===== src/rtl/riscv_mem_pkg.sv =====
`default_nettype none
// +----------------------------------------------------------------------------+
// | Package  : riscv_mem_pkg                                                    |
// | Purpose  : Shared memory-stage definitions: load/store size encodings,      |
// |            data-cache controller states and byte-strobe width.              |
// | Revision : 1.0  initial release                                             |
// +----------------------------------------------------------------------------+
package riscv_mem_pkg;

  // Access size encodings carried on LoadSrc; 2'b11 is decoded as word.
  localparam logic [1:0] c_ls_word = 2'b00;
  localparam logic [1:0] c_ls_half = 2'b01;
  localparam logic [1:0] c_ls_byte = 2'b10;

  // Byte lanes per memory word.
  localparam int c_strb_w = 4;

  typedef enum logic [1:0] {
    ST_IDLE   = 2'd0,
    ST_REFILL = 2'd1,
    ST_WRITE  = 2'd2
  } cache_state_t;

endpackage : riscv_mem_pkg
`default_nettype wire


===== src/rtl/load_extend.sv =====
`default_nettype none
// +----------------------------------------------------------------------------+
// | Module   : load_extend                                                      |
// | Purpose  : Selects the addressed byte/half/word lane of a memory word and   |
// |            zero- or sign-extends it to the full data width.                 |
// | Ports    : word      in   raw 32-bit memory word                            |
// |            offset    in   byte offset within the word                       |
// |            load_src  in   access size (word/half/byte, 11 = word)           |
// |            load_sign in   1 = sign-extend, 0 = zero-extend                  |
// |            result    out  right-aligned, extended load value                |
// | Revision : 1.0  initial release                                             |
// +----------------------------------------------------------------------------+
module load_extend
  import riscv_mem_pkg::*;
#(
  parameter int WIDTH = 32
) (
  input  logic [WIDTH-1:0] word,
  input  logic [1:0]       offset,
  input  logic [1:0]       load_src,
  input  logic             load_sign,
  output logic [WIDTH-1:0] result
);

  logic [7:0]  w_byte;
  logic [15:0] w_half;

  always_comb begin
    w_byte = word[{offset, 3'b000} +: 8];
    // Halves are only legal at offsets 0 and 2, so offset[1] picks the lane.
    w_half = offset[1] ? word[31:16] : word[15:0];
    case (load_src)
      c_ls_half: result = {{(WIDTH-16){load_sign & w_half[15]}}, w_half};
      c_ls_byte: result = {{(WIDTH-8){load_sign & w_byte[7]}}, w_byte};
      default:   result = word;
    endcase
  end

endmodule : load_extend
`default_nettype wire


===== src/rtl/data_cache.sv =====
`default_nettype none
// +----------------------------------------------------------------------------+
// | Module   : data_cache                                                       |
// | Purpose  : Direct-mapped, one-word-per-line, write-through/no-allocate      |
// |            data cache with zero-latency read hits.                          |
// | Ports    : clk, rst                       clock, sync active-high reset     |
// |            MemRead/MemWrite               CPU load/store request            |
// |            LoadSrc/LoadSign               access size, load extension       |
// |            ALUResult/WriteData            byte address, store data          |
// |            ReadData/Stall/Misaligned      CPU-side results                  |
// |            mem_req/we/addr/wdata/wstrb    backing-memory request            |
// |            mem_rdata/mem_ack              backing-memory response           |
// | Revision : 1.0  initial release                                             |
// +----------------------------------------------------------------------------+
module data_cache
  import riscv_mem_pkg::*;
#(
  parameter int WIDTH = 32,
  parameter int SETS  = 32
) (
  input  logic                clk,
  input  logic                rst,
  input  logic                MemRead,
  input  logic                MemWrite,
  input  logic [1:0]          LoadSrc,
  input  logic                LoadSign,
  input  logic [WIDTH-1:0]    ALUResult,
  input  logic [WIDTH-1:0]    WriteData,
  output logic [WIDTH-1:0]    ReadData,
  output logic                Stall,
  output logic                Misaligned,
  output logic                mem_req,
  output logic                mem_we,
  output logic [WIDTH-1:0]    mem_addr,
  output logic [WIDTH-1:0]    mem_wdata,
  output logic [c_strb_w-1:0] mem_wstrb,
  input  logic [WIDTH-1:0]    mem_rdata,
  input  logic                mem_ack
);

  localparam int INDEX_W = $clog2(SETS);
  localparam int TAG_W   = WIDTH - INDEX_W - 2;

  cache_state_t r_state, w_next;

  logic [SETS-1:0]     r_valid;
  logic [TAG_W-1:0]    r_tag  [SETS];
  logic [WIDTH-1:0]    r_data [SETS];

  // Transaction registers: hold the memory request steady while mem_req is high.
  logic [WIDTH-1:0]    r_addr;
  logic [WIDTH-1:0]    r_wdata;
  logic [c_strb_w-1:0] r_wstrb;

  logic [1:0]          w_offset;
  logic [INDEX_W-1:0]  w_index;
  logic [TAG_W-1:0]    w_tag;
  logic [INDEX_W-1:0]  w_r_index;
  logic [TAG_W-1:0]    w_r_tag;
  logic                w_aligned;
  logic                w_hit;
  logic                w_store_hit;
  logic [WIDTH-1:0]    w_line;
  logic [WIDTH-1:0]    w_ext;
  logic [WIDTH-1:0]    w_lane_data;
  logic [c_strb_w-1:0] w_lane_strb;
  logic                w_capture;
  logic                w_refill_wr;
  logic                w_store_wr;

  assign w_offset  = ALUResult[1:0];
  assign w_index   = ALUResult[INDEX_W+1:2];
  assign w_tag     = ALUResult[WIDTH-1:INDEX_W+2];
  assign w_r_index = r_addr[INDEX_W+1:2];
  assign w_r_tag   = r_addr[WIDTH-1:INDEX_W+2];

  assign w_line      = r_data[w_index];
  assign w_hit       = r_valid[w_index] && (r_tag[w_index] == w_tag);
  assign w_store_hit = r_valid[w_r_index] && (r_tag[w_r_index] == w_r_tag);

  // Alignment check plus store lane placement, both keyed on access size.
  always_comb begin
    w_aligned   = (w_offset == 2'b00);
    w_lane_data = WriteData;
    w_lane_strb = 4'b1111;
    case (LoadSrc)
      c_ls_half: begin
        w_aligned   = ~w_offset[0];
        w_lane_data = {2{WriteData[15:0]}};
        w_lane_strb = w_offset[1] ? 4'b1100 : 4'b0011;
      end
      c_ls_byte: begin
        w_aligned   = 1'b1;
        w_lane_data = {4{WriteData[7:0]}};
        w_lane_strb = 4'b0001 << w_offset;
      end
      default: ;
    endcase
  end

  load_extend #(.WIDTH(WIDTH)) u_load_extend (
    .word      (w_line),
    .offset    (w_offset),
    .load_src  (LoadSrc),
    .load_sign (LoadSign),
    .result    (w_ext)
  );

  assign Misaligned = (MemRead | MemWrite) & ~w_aligned;
  // Only a read hit in IDLE returns data; a write has priority over a read.
  assign ReadData   = (r_state == ST_IDLE && MemRead && !MemWrite && w_aligned && w_hit)
                      ? w_ext : '0;

  assign mem_addr  = r_addr;
  assign mem_wdata = r_wdata;
  assign mem_wstrb = r_wstrb;

  always_ff @(posedge clk) begin
    if (rst) r_state <= ST_IDLE;
    else     r_state <= w_next;
  end

  always_comb begin
    w_next      = r_state;
    Stall       = 1'b0;
    mem_req     = 1'b0;
    mem_we      = 1'b0;
    w_capture   = 1'b0;
    w_refill_wr = 1'b0;
    w_store_wr  = 1'b0;
    case (r_state)
      ST_IDLE: begin
        if (MemWrite && w_aligned) begin
          w_next    = ST_WRITE;
          Stall     = 1'b1;
          w_capture = 1'b1;
        end else if (MemRead && w_aligned && !w_hit) begin
          w_next    = ST_REFILL;
          Stall     = 1'b1;
          w_capture = 1'b1;
        end
      end
      ST_REFILL: begin
        mem_req = 1'b1;
        // Stays stalled through the ack cycle; the load retires as a hit next cycle.
        Stall   = 1'b1;
        if (mem_ack) begin
          w_next      = ST_IDLE;
          w_refill_wr = 1'b1;
        end
      end
      ST_WRITE: begin
        mem_req = 1'b1;
        mem_we  = 1'b1;
        Stall   = ~mem_ack;
        if (mem_ack) begin
          w_next     = ST_IDLE;
          w_store_wr = 1'b1;
        end
      end
      default: w_next = ST_IDLE;
    endcase
  end

  always_ff @(posedge clk) begin
    if (w_capture) begin
      r_addr  <= {ALUResult[WIDTH-1:2], 2'b00};
      r_wdata <= w_lane_data;
      r_wstrb <= w_lane_strb;
    end
  end

  always_ff @(posedge clk) begin
    if (rst)              r_valid <= '0;
    else if (w_refill_wr) r_valid[w_r_index] <= 1'b1;
  end

  // Tag/data arrays carry no reset; a cleared valid bit masks stale contents.
  always_ff @(posedge clk) begin
    if (w_refill_wr) begin
      r_data[w_r_index] <= mem_rdata;
      r_tag[w_r_index]  <= w_r_tag;
    end else if (w_store_wr && w_store_hit) begin
      for (int b = 0; b < c_strb_w; b++) begin
        if (r_wstrb[b]) r_data[w_r_index][8*b +: 8] <= r_wdata[8*b +: 8];
      end
    end
  end

endmodule : data_cache
`default_nettype wire


===== config.mk =====
export PLATFORM = sky130hd
export DESIGN_NAME = data_cache
export DESIGN_NICKNAME = d
export VERILOG_FILES = /design/src/rtl/riscv_mem_pkg.sv /design/src/rtl/load_extend.sv /design/src/rtl/data_cache.sv
export SDC_FILE = /design/constraint.sdc
export NUM_CORES = 2
export LEC_CHECK = 0
export BUFFER_PORTS_ARGS = -buffer_cell sky130_fd_sc_hd__buf_2
export CORE_MARGIN = 1.5
export CORE_UTILIZATION = 50
export CTS_BUF_LIST = sky130_fd_sc_hd__clkbuf_8
export DETAILED_ROUTE_END_ITERATION = 7
export PLACE_DENSITY = 0.69
export SLEW_MARGIN = 20
export SYNTH_ARGS = -nofsm -noshare
export SYNTH_HDL_FRONTEND = slang
export SYNTH_SLANG_ARGS = --single-unit

===== constraint.sdc =====
create_clock -name clk -period 7.47 [get_ports clk]
set_input_delay 0.3735 -clock clk [delete_from_list [all_inputs] [get_ports clk]]
set_output_delay 0.3735 -clock clk [all_outputs]
set_load 0.02 [all_outputs]

---- After elaboration in Yosys (flattened, before gate mapping) ----
Memory sizes are Yosys's and may differ from the RTL's. A register that Yosys moved wholly into a read port is not among the register bits.
Cells that the tools add are included.
cells by class
  $lt $le $gt $ge ......................... 3
  equality and inequality tests ........... 8
  shift operators ......................... 2
  multiplexer cells ....................... 49
  bitwise gates (word level) .............. 12
  reductions and logical operators ........ 17
operator list
  cell                   number
  $pmux W32 S2           2
  $eq A25 B25 Y1         2
  $mux W32               1
  $mux W8                4
  $or A32 B32 Y32        1
  $shiftx A32 B6 Y8      1
  $mux W1                29
  $mux W16               1
  $lt A5 B6 Y1 const B   2
  $logic_and A1 B1 Y1    11
  $bmux W1 S5            2
  $pmux W4 S2            1
  $mux W2                3
  $demux W1 S5           1
  $ge A5 B1 Y1 const B   1
  $mux W5                1
  $or A1 B1 Y1           5
  $eq A2 B1 Y1 const B   2
  $eq A2 B2 Y1 const B   2
  $logic_not A2 Y1       2
  $mux W4                1
  $pmux W2 S2            1
  $shl A1 B2 Y4 const A  1
  $and A1 B1 Y1          3
  other kinds (8)        11
word-level totals
  bits in registers ....................... 100
  RAM bits ................................ 1824
  input port bits ......................... 104
  output and inout port bits .............. 104
  word-level logic and storage cells ...... 98
  memories kept ........................... 2
memory list
  memory  words  bits a word  rd ports  clocked after memory_dff  write ports  line              source
  r_data  32     32           1         0                         1            data_cache.sv:48  logic [WIDTH-1:0] r_data [SETS];
  r_tag   32     25           2         1                         1            data_cache.sv:47  logic [TAG_W-1:0] r_tag [SETS];

---- Depth between registers and ports, before layout ----
  word-level depth ........................ 9
  mapped depth ............................ 17
  mapped depth without buffers ............ 9

---- Hierarchy ----
Synthesis repeated with hierarchy kept, for this count alone.
second synthesis, totals
  cells, all modules ...................... 4173
  area, all modules ....................... 82819.4 sq um
modules (own cells, without submodules)
  module       times used  cells each  area each (sq um)  sequential area each (sq um)
  data_cache   1           4065        82152.5            57535.2
  load_extend  1           108         666.9              0.0

---- Worst setup path after synthesis ----
Ideal clock, no wire load.
  path kind ............................... input -> register
  start ................................... input port ALUResult[3]
  end ..................................... register r_addr[10], in the netlist mem_addr[10] (enable)
  setup time .............................. 0.512 ns
  arrival ................................. 6.257 ns
  data required time ...................... 6.958 ns
  slack ................................... 0.701 ns
  cell stages on the path ................. 13
  buffers on the path ..................... 5
  cells stage by stage .................... buf_4 > buf_6 > buf_2 > buf_2 > mux4_2 > a32o_1 > nor4_1 > nor3b_1 > and4_1 > nand4_1 > buf_2 > nand2_1 > a21oi_1
on the way
  word-level cells in the longest chain between the ends .. 8
  elaborated cells on any way between the ends .. 10
  those cells by class .................... 1 x eq/ne; 5 x mux; 3 x reduce/logical; 1 x memory
RTL lines
  item                                            line               source
  start: declaration                              data_cache.sv:27   input logic [WIDTH-1:0] ALUResult,
  $mem_v2 Z32 W25 or $bmux W1 S5 (tied branches)  --
  $eq A25 B25 Y1 or $mux W1 (tied branches)       data_cache.sv:78   assign w_hit = r_valid[w_index] && (r_tag[w_index] == w_tag);
  $logic_and A1 B1 Y1 *                           data_cache.sv:78
  $logic_not A1 Y1 *                              data_cache.sv:137  end else if (MemRead && w_aligned && !w_hit) begin
  $logic_and A1 B1 Y1 *                           data_cache.sv:137
  $mux W1 *                                       data_cache.sv:137
  $mux W1 *                                       data_cache.sv:133  if (MemWrite && w_aligned) begin
  $mux W1 *                                       data_cache.sv:131  case (r_state)
  via w_capture                                   data_cache.sv:67   logic w_capture;
  end signal: assignment                          data_cache.sv:167  r_addr <= {ALUResult[WIDTH-1:2], 2'b00};
  end: declaration                                data_cache.sv:51   logic [WIDTH-1:0] r_addr;
Mark *: on every way through the listed nets, which the timed path passes. The rest lies on a longest branch. The select of a mux whose other input is x is not followed.
A chain may end at the register's enable or synchronous reset.

---- Worst setup path in the final report ----
  start ................................... input port ALUResult[2]
  end ..................................... output port ReadData[29]
on the way
  word-level cells in the longest chain between the ends .. 5
  elaborated cells on any way between the ends .. 13
  those cells by class .................... 1 x eq/ne; 1 x shift; 5 x mux; 2 x bitwise; 2 x reduce/logical; 2 x memory
RTL lines
  item                                                 line                                  source
  $mem_v2 Z32 W32, or another cell as far along        --
  $shiftx A32 B6 Y8, or another cell as far along      load_extend.sv:29                     w_byte = word[{offset, 3'b000} +: 8];
  $and A1 B1 Y1, or another cell as far along          load_extend.sv:34                     c_ls_byte: result = {{(WIDTH-8){load_sign & w_byte[7]}}, w_byte};
  $pmux W32 S2 or $logic_and A1 B1 Y1 (tied branches)  load_extend.sv:32, data_cache.sv:111
  $mux W32 *                                           data_cache.sv:112                     ? w_ext : '0;
  end: declaration                                     data_cache.sv:29                      output logic [WIDTH-1:0] ReadData,
Mark *: on every way between the ends. The rest lies on a longest branch, timed or not. The select of a mux whose other input is x is not followed.

==> results.cfg <==
[worst_setup_path]
slowest_delay_ns = 1.02
path_max_fanout = 66
cp_cell_sequence = dlygate4sd3_1 > buf_8 > nor2b_1 > a22oi_1 > nand3_1 > nand2_1 > nor3_1 > o2111ai_1 > nor4_2 > buf_4 > o2111ai_2 > a211oi_1 > buf_2
cp_slowest_cell = nor2b_1
crit_required_ns = 7.10
start_kind = input pin
cp-end-kind = output pin
worstSetupPathType = input pin to output pin
crit_start = ALUResult[2]
worstRegToRegCells = 11
r2r_end = r_data[11][29]
reg2reg_slack_ns = 1.29
crit_arrival_ns = 6.51
endpoint = ReadData[29]

[logic_synthesis]
yosysTopAreaCell = edfxtp_1
synth_area_um2 = 82600
yosysWarnings = 0
ys_top_cells_by_count = edfxtp_1 (1,890), mux4_2 (705), nor2_1 (275)
synth_top_area_share_pct = 68.7
avgSynthCellArea_um2 = 20.1
syn_inst = 4119
async_flop_share_pct = 0
yosysSeqAreaShare_pct = 69.6
synth.ff_latch_count = 1929
synth_most_common_cell = edfxtp_1
yosys_most_used_dff = edfxtp_1
ys_types = 77
synth_edf_count = 1890
synthTopCellsByArea = edfxtp_1 (69%), mux4_2 (19%), mux2i_1 (2.3%), nor2_1 (1.2%), dfxtp_1 (0.95%)

[clock_network]
clkTransAtPathRegs_ns = 0.06
clock-sinks = 1929
htree_levels = 5
clkLatencyLatePin_ns = 1.08
clock-root-buffer = clkbuf_8
cts_tree = built
cts.path.max_buffers = 4
cts_buffers = 327
post_cts_buffers = 0

[sta]
setup_tns_ns = 0
slew-limit-headroom_pct = 19.8
finalSetupViolCount = 0
rsz0062_at_grt = false
worstMarginPinSlew_ns = 1.20
finalCritPeriodShare_pct = 92.2
hold_viol = 0
min_period_ns = 6.89
max_freq_mhz = 145
clock_skew_ns = 0.119
drv_slew = 0

[route]
drt_iter0_drc = 7184
first_pass_iters = 6
wl_per_cell_um = 34.7
drc_errors = 0
postRouteAntennaNets = 0
viasPerCell = 6.65
drt-total-wl_um = 242000
vias = 46500

[die]
rows = 148
core_um2 = 163000
die_w_um = 409
start_util_pct = 50.6
ioPinCount = 208
dieArea_um2 = 168000
fp.dieH_um = 409

[finish]
stdcell_area_um2 = 93300
area_delta_synth_final_pct = 12.9
multi_input_area_um2 = 24100
nets = 4699
regArea_um2 = 57600
drive_gt1_share_pct = 32.6
postLayoutCoreUtil_pct = 57.1
fill_cells = 12100

[outcome]
status = finished clean

[grt]
grt_pass1_wl_um = 342000
grt_max_degree = 117
grt_pass1_vias = 46200
grt_overflow = 0
grtUsageTotal_pct = 29.0
antenna_found_initial = 14

[pwr]
power.density_nw_per_um2 = 249
power_frac_comb_pct = 10.0
p_int_mw = 17.5
seqPwrFrac_pct = 52.0
ir_drop_uv = 206
switchingPower_mw = 5.76
swShare_pct = 24.8
power_leakage_nw = 30.1
clockPowerShare_pct = 38.0

[place]
placed_area_um2 = 86600
port_buffers = 205
place_congestion = 0.900
post-dp-hpwl_um = 148000

[job]
max-cap-violations = 0

[worst_hold_path]
holdCritStartpoint = ALUResult[22]
hold_path.class = input pin to register
## kinds of logic after synthesis
logic type | Yosys count | synth area share [%]
AO/OA/AOI/OAI | 318 | 2.69
adder cells (fa/ha/maj) | 6 | 0.0909
flip-flops | 1929 | 69.6
AND/OR/NAND/NOR | 584 | 3.29
buffers and inverters | 293 | 1.60
other | 1 | 0.00454
XOR/XNOR | 40 | 0.424
multiplexers | 948 | 22.2
## stage by stage
step           total power, mW  worst slack [ns]  hold slack, ns  std cells
2_1_floorplan             13.8             0.701           0.452       4120
3_3_place_gp              14.5              1.38           0.469       6358
3_5_place_dp              14.6              1.32           0.475       6359
4_1_cts                   23.3             0.859         0.00755       6987
5_1_grt                   23.9             0.607          0.0668       6990
6_report                  23.2             0.582          0.0888       6994
## state kept, by name, indices dropped and copies added, names as in the netlist, named ones only
name,cells
r_data,1024
r_tag,800
mem_wdata,32
r_valid,32
mem_addr,30
mem_wstrb,4
r_state,2
## layout make-up
cell class	instances	share of cell area, %
Antenna cell	6	0.0161
Tap cell	2175	2.92
Multi-Input combinational cell	1898	25.8
Sequential cell	1929	61.7
Timing Repair Buffer	410	3.20
Clock buffer	335	4.94
Clock inverter	218	1.32
Inverter	23	0.0926
## critical path: cells and delay by family
kind | cells | cell delay, ns
AND/OR/NAND/NOR | 5 | 2.45
AO/OA/AOI/OAI | 4 | 1.90
buffers and inverters | 4 | 1.59
## worst min-delay path by stage
stage	endpoint	slack, ns	depth (start not counted)
2_1_floorplan	r_valid[14]	0.45	2
3_3_place_gp	r_valid[28]	0.47	2
3_5_place_dp	r_valid[28]	0.48	2
4_1_cts	mem_addr[22]	0.008	2
5_1_grt	mem_addr[22]	0.07	2
6_report	mem_addr[22]	0.09	2
## cells in the final DEF (no fill, tap or decap), types with 19 or more instances in the layout
cell type / instances
nand2_1: 130
o21ai_0: 34
nor2_1: 234
inv_1: 105
o22ai_1: 72
dlygate4sd3_1: 75
xnor2_1: 21
a22oi_1: 50
clkbuf_8: 335
mux4_2: 705
nor2_4: 32
nor2b_1: 25
a21oi_1: 46
mux2_2: 53
buf_4: 114
buf_2: 201
dfxtp_1: 34
clkinv_2: 39
edfxtp_1: 1890
a211oi_1: 20
clkinv_1: 73
mux2i_1: 188
xor2_1: 19
nand3_1: 39
## metal layers
layer,vias up,part of all wire (%),global-route usage [%]
li1,18300,-,-
met2,3259,46,43.3
met3,581,12,7.77
met5,-,0.023,0
met4,8,4.3,11.8
met1,24300,38,40.7
## timing repair
item | 4_1_cts | 5_1_grt
hold buffers | 75 | 0
hold endpoints to repair | 99 | 0
resized for setup | 0 | 0
## power groups by stage
stage | Sequential, mW | Clock [mW] | Combinational [mW]
floorplan | 12.3 | 0 | 1.48
global placement | 12.3 | 0 | 2.23
detailed placement | 12.3 | 0 | 2.25
CTS | 12.1 | 8.92 | 2.29
global route | 12.1 | 9.36 | 2.42
finish | 12.1 | 8.82 | 2.32
Power figures use the tool's default switching activity.
